<file path="src/rtl/stun_controller.sv">
// Stun resolution for both defenders: turns attack contacts into
// hitstun/blockstun codes and end-of-stun pulses.
module stun_channel #(
  parameter int HITSTUN_FRAMES   = 16,
  parameter int BLOCKSTUN_FRAMES = 8
) (
  input  logic       clk,
  input  logic       rst,
  input  logic       frame_tick,
  input  logic       contact,
  input  logic       blocking,
  input  logic [2:0] block,
  input  logic [2:0] health,
  output logic [3:0] stun_state,
  output logic       stun_end
);

  typedef enum logic [3:0] {
    IDLE      = 4'd0,
    HITSTUN   = 4'd9,
    BLOCKSTUN = 4'd10
  } state_t;

  localparam logic [5:0] HIT_LOAD = 6'(HITSTUN_FRAMES);
  localparam logic [5:0] BLK_LOAD = 6'(BLOCKSTUN_FRAMES);

  state_t     state, state_n;
  logic [5:0] cnt, cnt_n;
  logic       contact_q;
  logic       end_n;
  logic       hit;

  assign hit        = contact & ~contact_q;
  assign stun_state = state;

  // State, counter, contact history and end pulse registers.
  // contact_q resets high so contact held through reset is not a hit.
  always_ff @(posedge clk) begin
    if (!rst) begin
      state     <= IDLE;
      cnt       <= 6'd0;
      contact_q <= 1'b1;
      stun_end  <= 1'b0;
    end else begin
      state     <= state_n;
      cnt       <= cnt_n;
      contact_q <= contact;
      stun_end  <= end_n;
    end
  end

  // Hit resolution from IDLE and frame countdown while stunned.
  always_comb begin
    state_n = state;
    cnt_n   = cnt;
    end_n   = 1'b0;
    unique case (state)
      IDLE: begin
        if (hit && health != 3'd0) begin
          if (blocking && block != 3'd0) begin
            state_n = BLOCKSTUN;
            cnt_n   = BLK_LOAD;
          end else begin
            state_n = HITSTUN;
            cnt_n   = HIT_LOAD;
          end
        end
      end
      HITSTUN, BLOCKSTUN: begin
        if (frame_tick) begin
          if (cnt > 6'd1) begin
            cnt_n = cnt - 6'd1;
          end else begin
            state_n = IDLE;
            cnt_n   = 6'd0;
            end_n   = 1'b1;
          end
        end
      end
      default: begin
        state_n = IDLE;
        cnt_n   = 6'd0;
      end
    endcase
  end

endmodule

module stun_controller #(
  parameter int HITSTUN_FRAMES   = 16,
  parameter int BLOCKSTUN_FRAMES = 8
) (
  input  logic       clk,
  input  logic       rst,
  input  logic       frame_tick,
  input  logic       p1_contact,
  input  logic       p2_contact,
  input  logic       p1_blocking,
  input  logic       p2_blocking,
  input  logic [2:0] p1_block,
  input  logic [2:0] p2_block,
  input  logic [2:0] p1_health,
  input  logic [2:0] p2_health,
  output logic [3:0] p1_stun_state,
  output logic [3:0] p2_stun_state,
  output logic       p1_stun_end,
  output logic       p2_stun_end
);

  stun_channel #(
    .HITSTUN_FRAMES  (HITSTUN_FRAMES),
    .BLOCKSTUN_FRAMES(BLOCKSTUN_FRAMES)
  ) u_p1 (
    .clk       (clk),
    .rst       (rst),
    .frame_tick(frame_tick),
    .contact   (p2_contact),
    .blocking  (p1_blocking),
    .block     (p1_block),
    .health    (p1_health),
    .stun_state(p1_stun_state),
    .stun_end  (p1_stun_end)
  );

  stun_channel #(
    .HITSTUN_FRAMES  (HITSTUN_FRAMES),
    .BLOCKSTUN_FRAMES(BLOCKSTUN_FRAMES)
  ) u_p2 (
    .clk       (clk),
    .rst       (rst),
    .frame_tick(frame_tick),
    .contact   (p1_contact),
    .blocking  (p2_blocking),
    .block     (p2_block),
    .health    (p2_health),
    .stun_state(p2_stun_state),
    .stun_end  (p2_stun_end)
  );

endmodule
</file>
<file path="config.mk">
export PLATFORM = sky130hd
export DESIGN_NAME = stun_controller
export DESIGN_NICKNAME = d
export VERILOG_FILES = /design/src/rtl/stun_controller.sv
export SDC_FILE = /design/constraint.sdc
export NUM_CORES = 1
export LEC_CHECK = 0
export BUFFER_PORTS_ARGS = -buffer_cell sky130_fd_sc_hd__clkbuf_2
export CAP_MARGIN = 20
export CORE_AREA = 2 2 50 86
export CTS_CLUSTER_SIZE = 25
export DETAILED_ROUTE_END_ITERATION = 16
export DIE_AREA = 0 0 52 88
export PLACE_DENSITY = 0.64
export SETUP_SLACK_MARGIN = 0.1
export SLEW_MARGIN = 10
export SYNTH_ARGS = -nofsm -noshare
export SYNTH_HDL_FRONTEND = slang
export SYNTH_SLANG_ARGS = --single-unit
</file>
<file path="constraint.sdc">
create_clock -name clk -period 4 [get_ports clk]
set_input_delay 0.2 -clock clk [delete_from_list [all_inputs] [get_ports clk]]
set_output_delay 0.2 -clock clk [all_outputs]
set_load 0.1 [all_outputs]
</file>
==> impl_metrics.py <==
metrics = {
    "clocking": {
        "clock_latency_ps": 260,
        "htreeDepth": 1,
        "cts.sinks": 22,
        "cts_setup_buffers": 0,
        "path_clk_slew_ps": 80,
        "clock-root-buffer": "clkbuf_8",
        "cts_tree": "yes",
        "numCtsBuffers": 3,
        "cts_buffer_depth": 2,
        "ctsHoldBuffers": 0,
        "cts_resized": 0,
    },
    "final_layout": {
        "drive_gt1_share_pct": 20.8,
        "fin_nets": 202,
        "area_growth_pct": 16.1,
        "final_util_pct": 39.2,
        "n_antenna_cell": 0,
        "final_cells": 226,
    },
    "timing": {
        "report.final.slew_viol_count": 0,
        "fin_ws_ps": 1860,
        "rsz0062_at_grt": "no",
        "fmax_mhz": 468,
        "hold_viol": 0,
        "period_share_pct": 53.4,
        "relSlewSlack_pct": 31.2,
        "skew_ps": 2.80,
        "min_period_ps": 2140,
        "tns_ps": 0,
        "setup_viol": 0,
        "worst_pin_slew_ps": 1020,
    },
    "logic_synthesis": {
        "synthTopCellsByArea": "dfxtp_1 (34%), nor3_1 (4.2%), or4_1 (4.0%), ha_1 (3.8%), o21ai_0 (3.8%)",
        "ys_types": 42,
        "syn_area_mm2": 0.00130,
        "synth_top_cell_by_area": "dfxtp_1",
        "synth_top_area_share_pct": 33.8,
        "yosys_warnings": 0,
        "synth_seq_cells": 22,
        "synth-main-ff-cell": "dfxtp_1",
        "async_reset_ff_share_pct": 0,
        "seq_area_frac_synth_pct": 33.8,
        "syn_area_per_cell_um2": 8.41,
        "netlist_instances": 155,
        "synth_edf_count": 0,
    },
    "placed_design": {
        "port_buffers": 26,
        "detailed_place_hpwl_mm": 2.39,
        "dp_slack_ps": 1910,
        "dpl.cell_count": 222,
        "place_congestion": 0.797,
    },
    "global_routing": {
        "antenna_found_initial": 0,
        "grt_pass1_wl_mm": 5.17,
        "grt_pass1_vias": 1161,
        "grtUsageTotal_pct": 15.1,
        "grt_max_degree": 19,
        "grt_overflow": 0,
    },
    "pwr": {
        "seqPwrFrac_pct": 31.3,
        "finalPower_w": 0.000910,
        "cellLeakagePower_nw": 0.578,
        "power.internal_w": 0.000500,
        "combPwrFrac_pct": 45.8,
        "vdd_drop_max_uv": 252,
        "switching_share_pct": 45.1,
        "switchingPower_w": 0.000410,
        "power_frac_clock_pct": 23.0,
        "power.density_mw_per_mm2": 601,
    },
    "floorplanning": {
        "io_pins": 29,
        "fp.dieW_um": 52,
        "initial_utilization_pct": 33.7,
        "fp.dieArea_mm2": 0.00458,
        "core_area_mm2": 0.00387,
        "die_y_um": 88,
        "num_rows": 30,
    },
    "detailed_routing": {
        "vias": 1227,
        "drt_drc_violations_left": 0,
        "postRouteAntennaNets": 0,
        "first_pass_iters": 4,
        "vias_per_cell": 5.43,
        "routed_wl_mm": 3.16,
        "drtIter0Drc": 30,
        "wire_per_inst_um": 14.0,
    },
    "worst_setup_path": {
        "critPathRequiredTime_ps": 4180,
        "r2r_slack_ps": 1860,
        "start_kind": "register",
        "arrival_ps": 2320,
        "crit_slowest_cell": "a211oi_1",
        "crit_path_end_kind": "register",
        "max_stage_delay_ps": 660,
        "path_class": "reg -> reg",
        "crit_path_max_fanout": 6,
        "worstPathCellList": "inv_1 -> ha_1 -> o21ba_2 -> a211oi_1 -> nor3_1 -> a211oi_1",
        "path_buf_inv": 1,
        "cp_common_cell": "a211oi_1",
        "crit_family": "compound AO/OA/AOI/OAI gates",
    },
    "status": {
        "status": "completed",
    },
    "worst_hold_path": {
        "hold_path.class": "in -> reg",
    },
    "job": {
        "drv_cap": 0,
    },
}
final timing paths:
| check | cells past startpoint | from | end |
|---|---|---|---|
| worst max-delay path | 6 | u_p2.cnt[0] | u_p2.stun_state[3] |
| worst min register to register | 2 | u_p2.cnt[5] | u_p2.cnt[5] |
| worst min-delay path | 2 | p1_contact | u_p2.contact_q |
| worst max register to register | 6 | u_p2.cnt[0] | u_p2.stun_state[3] |
metal layers:
layer | track usage, % | part of all wire (%)
met2 | 27.8 | 55
met5 | 0 | 0
met3 | 2.05 | 2.9
met1 | 16.1 | 40
met4 | 7.42 | 1.9
cells in the mapped netlist, types with 2 or more instances:
master / count
nand2_1: 9
xnor2_1: 2
inv_1: 9
nor3_1: 11
o21ai_0: 10
dfxtp_1: 22
o22ai_1: 3
o211ai_1: 6
a22oi_1: 2
nand4_1: 3
nand2b_1: 3
nor4_1: 3
or4_1: 7
o31ai_1: 3
nand3_1: 4
nor2_1: 4
nor3b_1: 2
o21ba_2: 2
xor2_1: 5
ha_1: 4
a21oi_1: 8
buf_4: 3
or3_1: 4
a211oi_1: 6
nand3b_1: 2
or3_2: 2
state kept, by name (all words and copies together), names as in the netlist:
signal,cells
u_p1.cnt,6
u_p2.contact_q,1
u_p1.stun_end,1
u_p2.stun_end,1
u_p1.stun_state,3
u_p1.contact_q,1
u_p2.stun_state,3
u_p2.cnt,6
worst reg2reg max path, stage by stage (launching register included):
cell and delay [ps]:
dfxtp_1 390, inv_1 70, ha_1 240, o21ba_2 240, a211oi_1 660, nor3_1 190
a211oi_1 260
cell usage in the layout, fill, tap and decap left out, types with 2 or more instances in the layout:
master / synthesis / final
o22ai_1: 3 / 3
nand2_1: 9 / 9
clkbuf_8: 0 / 3
conb_1: 1 / 2
nor3b_1: 2 / 2
ha_1: 4 / 4
o211ai_1: 6 / 6
nor3_1: 11 / 11
nand3b_1: 2 / 2
or3_2: 2 / 2
xnor2_1: 2 / 2
o21ai_0: 10 / 10
inv_1: 9 / 9
nor4_1: 3 / 3
dfxtp_1: 22 / 22
a22oi_1: 2 / 2
a211oi_1: 6 / 6
a21oi_1: 8 / 8
or3_1: 4 / 4
nand2b_1: 3 / 3
nand3_1: 4 / 4
clkbuf_2: 0 / 26
nand4_1: 3 / 3
or4_1: 7 / 7
xor2_1: 5 / 5
nor2_1: 4 / 4
o31ai_1: 3 / 3
o21ba_2: 2 / 2
cell families after synthesis:
| logic type | Yosys count | synth area share [%] |
|---|---|---|
| muxes | 1 | 0.768 |
| and+or+nand+nor | 55 | 24.1 |
| other | 1 | 0.288 |
| AOI/OAI and AO/OA | 48 | 25.7 |
| adders and majority gates | 4 | 3.84 |
| xor gates and xnor gates | 7 | 4.70 |
| DFF | 22 | 33.8 |
| buffers and inverters | 17 | 6.81 |
stage by stage:
stage / hold WS, ps / cell area (um^2)
floorplan: 301 / 1310
global placement: 410 / 1440
detailed placement: 408 / 1440
CTS: 133 / 1510
global route: 152 / 1510
finish: 132 / 1510
power groups by stage:
stage	sequential [W]	combinational (W)	clock [W]
2_1_floorplan	0.000397	0.000238	0
3_3_place_gp	0.000289	0.000417	0
3_5_place_dp	0.000290	0.000413	0
4_1_cts	0.000285	0.000417	0.000214
5_1_grt	0.000290	0.000448	0.000225
6_report	0.000284	0.000416	0.000209
layout make-up:
class / count / area (um^2)
fill: 417 / 2350
multi-input combinational: 117 / 778
sequential: 22 / 440
timing repair buffer: 26 / 130
tap: 48 / 60.1
clock buffer: 3 / 41.3
inverter: 9 / 33.8
clock inverter: 1 / 30.0
(Power assumes the default switching activity.)
